### src/rtl/count_run_ctrl.sv
// Run controller for an enable-gated up-counter: issues a programmed number of
// prescaled enable strobes, supports pause/abort and checks the counter's advance.
module count_run_ctrl #(
    parameter int DIV   = 4,
    parameter int WIDTH = 8
) (
    input  logic             clk,
    input  logic             reset,
    input  logic             start,
    input  logic             stop,
    input  logic             pause,
    input  logic [WIDTH-1:0] target,
    input  logic [WIDTH-1:0] cnt_q,
    output logic             cnt_en,
    output logic             busy,
    output logic             done,
    output logic             aborted,
    output logic             err,
    output logic [WIDTH-1:0] issued
);
    typedef enum logic [2:0] {IDLE, RUN, HOLD, SETTLE, DONE} state_t;

    localparam logic [WIDTH-1:0] DIV_LAST = WIDTH'(DIV - 1);

    state_t           state, state_n;
    logic [WIDTH-1:0] tgt, tgt_n, base, base_n, div_cnt, div_n, issued_n, adv;
    logic             settle_ph, settle_ph_n;
    logic             cnt_en_n, aborted_n, err_n, busy_n, done_n, step;

    assign adv    = cnt_q - base;
    assign busy_n = (state_n == RUN) || (state_n == HOLD) || (state_n == SETTLE);
    assign done_n = (state_n == DONE);

    always_comb begin
        state_n     = state;
        tgt_n       = tgt;
        base_n      = base;
        div_n       = div_cnt;
        issued_n    = issued;
        aborted_n   = aborted;
        err_n       = err;
        settle_ph_n = 1'b0;
        cnt_en_n    = 1'b0;
        step        = 1'b0;
        unique case (state)
            IDLE, DONE: begin
                if (stop) begin
                    if (state == DONE) state_n = IDLE;
                end else if (start) begin
                    tgt_n     = target;
                    base_n    = cnt_q;
                    issued_n  = '0;
                    div_n     = '0;
                    aborted_n = 1'b0;
                    err_n     = 1'b0;
                    state_n   = (target != '0) ? RUN : SETTLE;
                end
            end
            RUN: begin
                if (stop) begin
                    state_n   = SETTLE;
                    aborted_n = 1'b1;
                end else if (pause) begin
                    state_n = HOLD;
                end else begin
                    step = 1'b1;
                end
            end
            HOLD: begin
                if (stop) begin
                    state_n   = SETTLE;
                    aborted_n = 1'b1;
                end else if (!pause) begin
                    // resuming edge counts as a run edge so a pause costs exactly its length
                    state_n = RUN;
                    step    = 1'b1;
                end
            end
            SETTLE: begin
                // first phase lets the final strobe's increment land in cnt_q
                settle_ph_n = 1'b1;
                if (settle_ph) begin
                    settle_ph_n = 1'b0;
                    err_n       = (adv != issued);
                    state_n     = DONE;
                end
            end
            default: state_n = IDLE;
        endcase
        if (step) begin
            if (div_cnt == DIV_LAST) begin
                cnt_en_n = 1'b1;
                div_n    = '0;
                issued_n = issued + 1'b1;
                if (issued_n == tgt) state_n = SETTLE;
            end else begin
                div_n = div_cnt + 1'b1;
            end
        end
    end

    always_ff @(posedge clk or posedge reset) begin
        if (reset) begin
            state     <= IDLE;
            tgt       <= '0;
            base      <= '0;
            div_cnt   <= '0;
            issued    <= '0;
            settle_ph <= 1'b0;
            cnt_en    <= 1'b0;
            busy      <= 1'b0;
            done      <= 1'b0;
            aborted   <= 1'b0;
            err       <= 1'b0;
        end else begin
            state     <= state_n;
            tgt       <= tgt_n;
            base      <= base_n;
            div_cnt   <= div_n;
            issued    <= issued_n;
            settle_ph <= settle_ph_n;
            cnt_en    <= cnt_en_n;
            busy      <= busy_n;
            done      <= done_n;
            aborted   <= aborted_n;
            err       <= err_n;
        end
    end
endmodule

### config.mk
export PLATFORM = sky130hd
export DESIGN_NAME = count_run_ctrl
export DESIGN_NICKNAME = d
export VERILOG_FILES = /design/src/rtl/count_run_ctrl.sv
export SDC_FILE = /design/constraint.sdc
export NUM_CORES = 1
export LEC_CHECK = 0
export CORE_UTILIZATION = 35
export DETAILED_ROUTE_END_ITERATION = 12
export DONT_BUFFER_PORTS = 1
export HOLD_SLACK_MARGIN = 0.12
export PLACE_DENSITY = 0.59
export SYNTH_ARGS = -nofsm -noshare
export SYNTH_HDL_FRONTEND = slang
export SYNTH_SLANG_ARGS = --single-unit
### constraint.sdc
create_clock -name clk -period 3.1 [get_ports clk]
set_clock_uncertainty 0.05 [all_clocks]
set_input_delay 0.31 -clock clk [delete_from_list [all_inputs] [get_ports clk]]
set_output_delay 0.31 -clock clk [all_outputs]
set_load 0.01 [all_outputs]
==> reports/summary.json <==
{
  "global_route.usage.total": {"value": 0.1475},
  "synth.area.top_cells": {"value": "sky130_fd_sc_hd__dfrtp_1 44%, sky130_fd_sc_hd__xnor2_1 7.4%, sky130_fd_sc_hd__o21ai_0 5.3%"},
  "post-place-cells": {"value": 315},
  "met3RoutedLength": {"value": 221, "unit": "microns"},
  "top_cell_types_by_occurrence_after_synthesis": {"value": "41 x sky130_fd_sc_hd__dfrtp_1, 25 x sky130_fd_sc_hd__nand2_1, 25 x sky130_fd_sc_hd__o21ai_0, 20 x sky130_fd_sc_hd__xnor2_1, 13 x sky130_fd_sc_hd__nor2_1"},
  "place.port_buffers": {"value": 0},
  "layout-drive-gt1-share": {"value": 0.1107},
  "grt_pass1_wl": {"value": 8.314, "unit": "mm"},
  "postCtsHoldBufs": {"value": 17},
  "cap_violations": {"value": 0},
  "worstSetupEndpointType": {"value": "flop"},
  "clock_tree_from_tritoncts": {"value": "built"},
  "grt_pass1_vias": {"value": 1746},
  "max_freq": {"value": 485.4, "unit": "MHz"},
  "worst_slew_pin_slew": {"value": 0.8628, "unit": "ns"},
  "max_clock_buf_depth": {"value": 2},
  "postRouteWirelength": {"value": 4.687, "unit": "mm"},
  "post-route-min-period": {"value": 2.060, "unit": "ns"},
  "top_metal_used": {"value": "met4"},
  "synth.yosys.seq_area_share": {"value": 0.4357},
  "vdd_ir_drop_max": {"value": 241.9, "unit": "uV"},
  "timing.critical_path.required": {"value": 3.22, "unit": "ns"},
  "dp_hpwl": {"value": 3.458, "unit": "mm"},
  "totalNegativeSetupSlack": {"value": 0, "unit": "ns"},
  "yosys_warnings": {"value": 0},
  "first_iter_violations": {"value": 65},
  "final.hold.worst_slack": {"value": 0.1562, "unit": "ns"},
  "syn_inst": {"value": 242},
  "drc": {"value": 4},
  "wl_met1": {"value": 2.347, "unit": "mm"},
  "setup_violations": {"value": 0},
  "die_area": {"value": 7060, "unit": "sq um"},
  "finalNonFillerCells": {"value": 339},
  "grt_setup_unrepaired": {"value": "false"},
  "slowest_stage": {"value": "sky130_fd_sc_hd__fa_1"},
  "grt_overflow": {"value": 0},
  "startpoint_to_endpoint_class_of_the_critical_path": {"value": "flop to flop"},
  "ctsRootBufferMaster": {"value": "sky130_fd_sc_hd__clkbuf_8"},
  "syn-num-nets": {"value": 273},
  "gp_routability_congestion": {"value": 0.8128},
  "final_layout_fill_cell_count": {"value": 639},
  "cts.repair_timing.setup_buffer_count": {"value": 0},
  "top_level_ports": {"value": 34},
  "final_worst_setup_slack": {"value": 1.040, "unit": "ns"},
  "ys_types": {"value": 44},
  "wl_met2": {"value": 2.087, "unit": "mm"},
  "final_core_util": {"value": 0.4191},
  "most_frequent_cell_on_critical_path": {"value": "sky130_fd_sc_hd__xnor2_1"},
  "cts_repair_resized_insts": {"value": 0},
  "detailroute.via_count": {"value": 1713},
  "area_growth": {"value": 14.29, "unit": "%"},
  "worstPathMaxFanout": {"value": 2},
  "netlist.area_leader.share": {"value": 0.4357},
  "clock_net_sink_count": {"value": 41},
  "path_cells": {"value": "ha_1 -> fa_1 -> xnor2_1 -> xnor2_1 -> nand4_1 -> nor4_1 -> a31oi_1"},
  "final_hold_viol_count": {"value": 0},
  "core": {"value": 6422, "unit": "sq um"},
  "power.density": {"value": 776.2, "unit": "nW/um^2"},
  "floorplan.die.height": {"value": 84.03, "unit": "microns"},
  "row_count": {"value": 29},
  "yosysMostFrequentCell": {"value": "sky130_fd_sc_hd__dfrtp_1"},
  "design_area": {"value": 2691, "unit": "sq um"},
  "synth-async-reset-ratio": {"value": 1.000},
  "post_synthesis_average_cell_area": {"value": 9.730, "unit": "sq um"},
  "cts_buf_count": {"value": 5},
  "violations": {"value": "DRC"},
  "status": {"value": "finished, violations left"},
  "drt-wirelength-per-cell": {"value": 13.83, "unit": "microns"},
  "power.total": {"value": 2.089, "unit": "mW"},
  "chipWidth": {"value": 84.03, "unit": "microns"},
  "min_delay_worst_type": {"value": "input pin to flop"},
  "grt_antenna_before_repair": {"value": 0},
  "period_utilization_post_route": {"value": 0.6646},
  "postSynthRegisterBits": {"value": 41},
  "pin_count_of_the_biggest_net_entering_global_routing": {"value": 26},
  "initial_utilization": {"value": 0.3666},
  "critical_path.max_stage_delay": {"value": 0.41, "unit": "ns"},
  "clk_latency": {"value": 0.29, "unit": "ns"},
  "mappedNetlistArea": {"value": 2355, "unit": "sq um"},
  "detail-route-antenna-nets": {"value": 0},
  "cell_taking_the_most_area_after_synthesis": {"value": "sky130_fd_sc_hd__dfrtp_1"},
  "design.final.nets": {"value": 293},
  "cp.arrival": {"value": 2.18, "unit": "ns"},
  "dr.pass1.iters": {"value": 8},
  "number_of_enable_flip_flop_cells_after_synthesis": {"value": 0},
  "crit_path_start_kind": {"value": "flop"},
  "clk_transition_reported_paths": {"value": 0.08, "unit": "ns"},
  "worst_slew_margin_rel": {"value": 0.4212},
  "cts.htree.levels": {"value": 2},
  "slew_viol_final": {"value": 0},
  "static-leakage-power": {"value": 1.149, "unit": "nW"},
  "insertedDiodeCount": {"value": 0},
  "postSynth.topFlopCell": {"value": "sky130_fd_sc_hd__dfrtp_1"},
  "place_area": {"value": 2435, "unit": "sq um"},
  "placement.setup.worst_slack": {"value": 1.073, "unit": "ns"},
  "average_vias_per_placed_instance": {"value": 5.053}
}
-- power breakdown --
group	total, mW	switching [mW]	internal [mW]
sequential	0.864	0.155	0.708
clock	0.353	0.176	0.177
combinational	0.872	0.432	0.440
total	2.09	0.764	1.33
-- cells in the final DEF (no fill, tap or decap), types with 2 or more instances in the layout --
master,instances
sky130_fd_sc_hd__a21oi_1,7
sky130_fd_sc_hd__nand2b_1,5
sky130_fd_sc_hd__xor2_1,11
sky130_fd_sc_hd__or3_1,2
sky130_fd_sc_hd__buf_4,3
sky130_fd_sc_hd__a31o_2,2
sky130_fd_sc_hd__nor2b_1,2
sky130_fd_sc_hd__o21ai_0,25
sky130_fd_sc_hd__nand4_1,4
sky130_fd_sc_hd__inv_1,11
sky130_fd_sc_hd__dlygate4sd3_1,17
sky130_fd_sc_hd__a21o_2,2
sky130_fd_sc_hd__and3_1,5
sky130_fd_sc_hd__ha_1,9
sky130_fd_sc_hd__xnor2_1,20
sky130_fd_sc_hd__nor2_1,13
sky130_fd_sc_hd__nor4_1,3
sky130_fd_sc_hd__a21boi_1,2
sky130_fd_sc_hd__nor3_2,2
sky130_fd_sc_hd__dfrtp_1,41
sky130_fd_sc_hd__nand2_1,25
sky130_fd_sc_hd__nand3_1,6
sky130_fd_sc_hd__o21bai_1,2
sky130_fd_sc_hd__and2_1,2
sky130_fd_sc_hd__mux2_2,10
sky130_fd_sc_hd__a31oi_1,3
sky130_fd_sc_hd__o31ai_1,2
sky130_fd_sc_hd__clkbuf_8,6
sky130_fd_sc_hd__nor3_1,4
-- flip-flops by register name (all words and copies together), names as in the netlist --
name       flops
aborted        1
base           8
busy           1
cnt_en         1
div_cnt        8
done           1
err            1
issued         8
settle_ph      1
state          3
tgt            8
-- layer usage --
metal	global-route usage	up-vias
li1	-	880
met1	0.2065	804
met2	0.2258	27
met3	0.03561	2
met4	0.04232	0
met5	0	-
-- worst max-delay path: cells and delay by family (launching register included) --
family                     cells  cell delay, ns
DFF                            1            0.38
adders and majority gates      2            0.61
AOI/OAI and AO/OA              1            0.11
and+or+nand+nor                2            0.42
xor gates and xnor gates       2            0.36
-- path summary, 6_finish.rpt --
path | startpoint | to | slack [ns] | cells after the start
worst max-delay path | base[0] | err | 1.04 | 7
worst min-delay path | stop | state[0] | 0.16 | 2
worst max register to register | base[0] | err | 1.04 | 7
worst min register to register | settle_ph | settle_ph | 0.43 | 1
max in group asynchronous | reset | state[1] | 1.82 | 3
min in group asynchronous | reset | busy | 0.49 | 2
-- final cells by class --
cell class,instances,area [sq um],area share
clock buffers,7,86.33,0.03208
inverters,12,45.04,0.01674
multi-input cells,182,1245,0.4626
flip-flops and latches,41,1026,0.3812
well taps,77,96.34,0.03580
repair buffers,20,192.7,0.07159
-- cell families after synthesis --
logic type / synth area share
AO/OA/AOI/OAI: 0.1360
AND/OR/NAND/NOR: 0.1690
multiplexers: 0.05207
XOR/XNOR: 0.1153
flip-flops: 0.4357
buffers and inverters: 0.03560
adder cells (fa/ha/maj): 0.05632
Power figures use the tool's default switching activity.
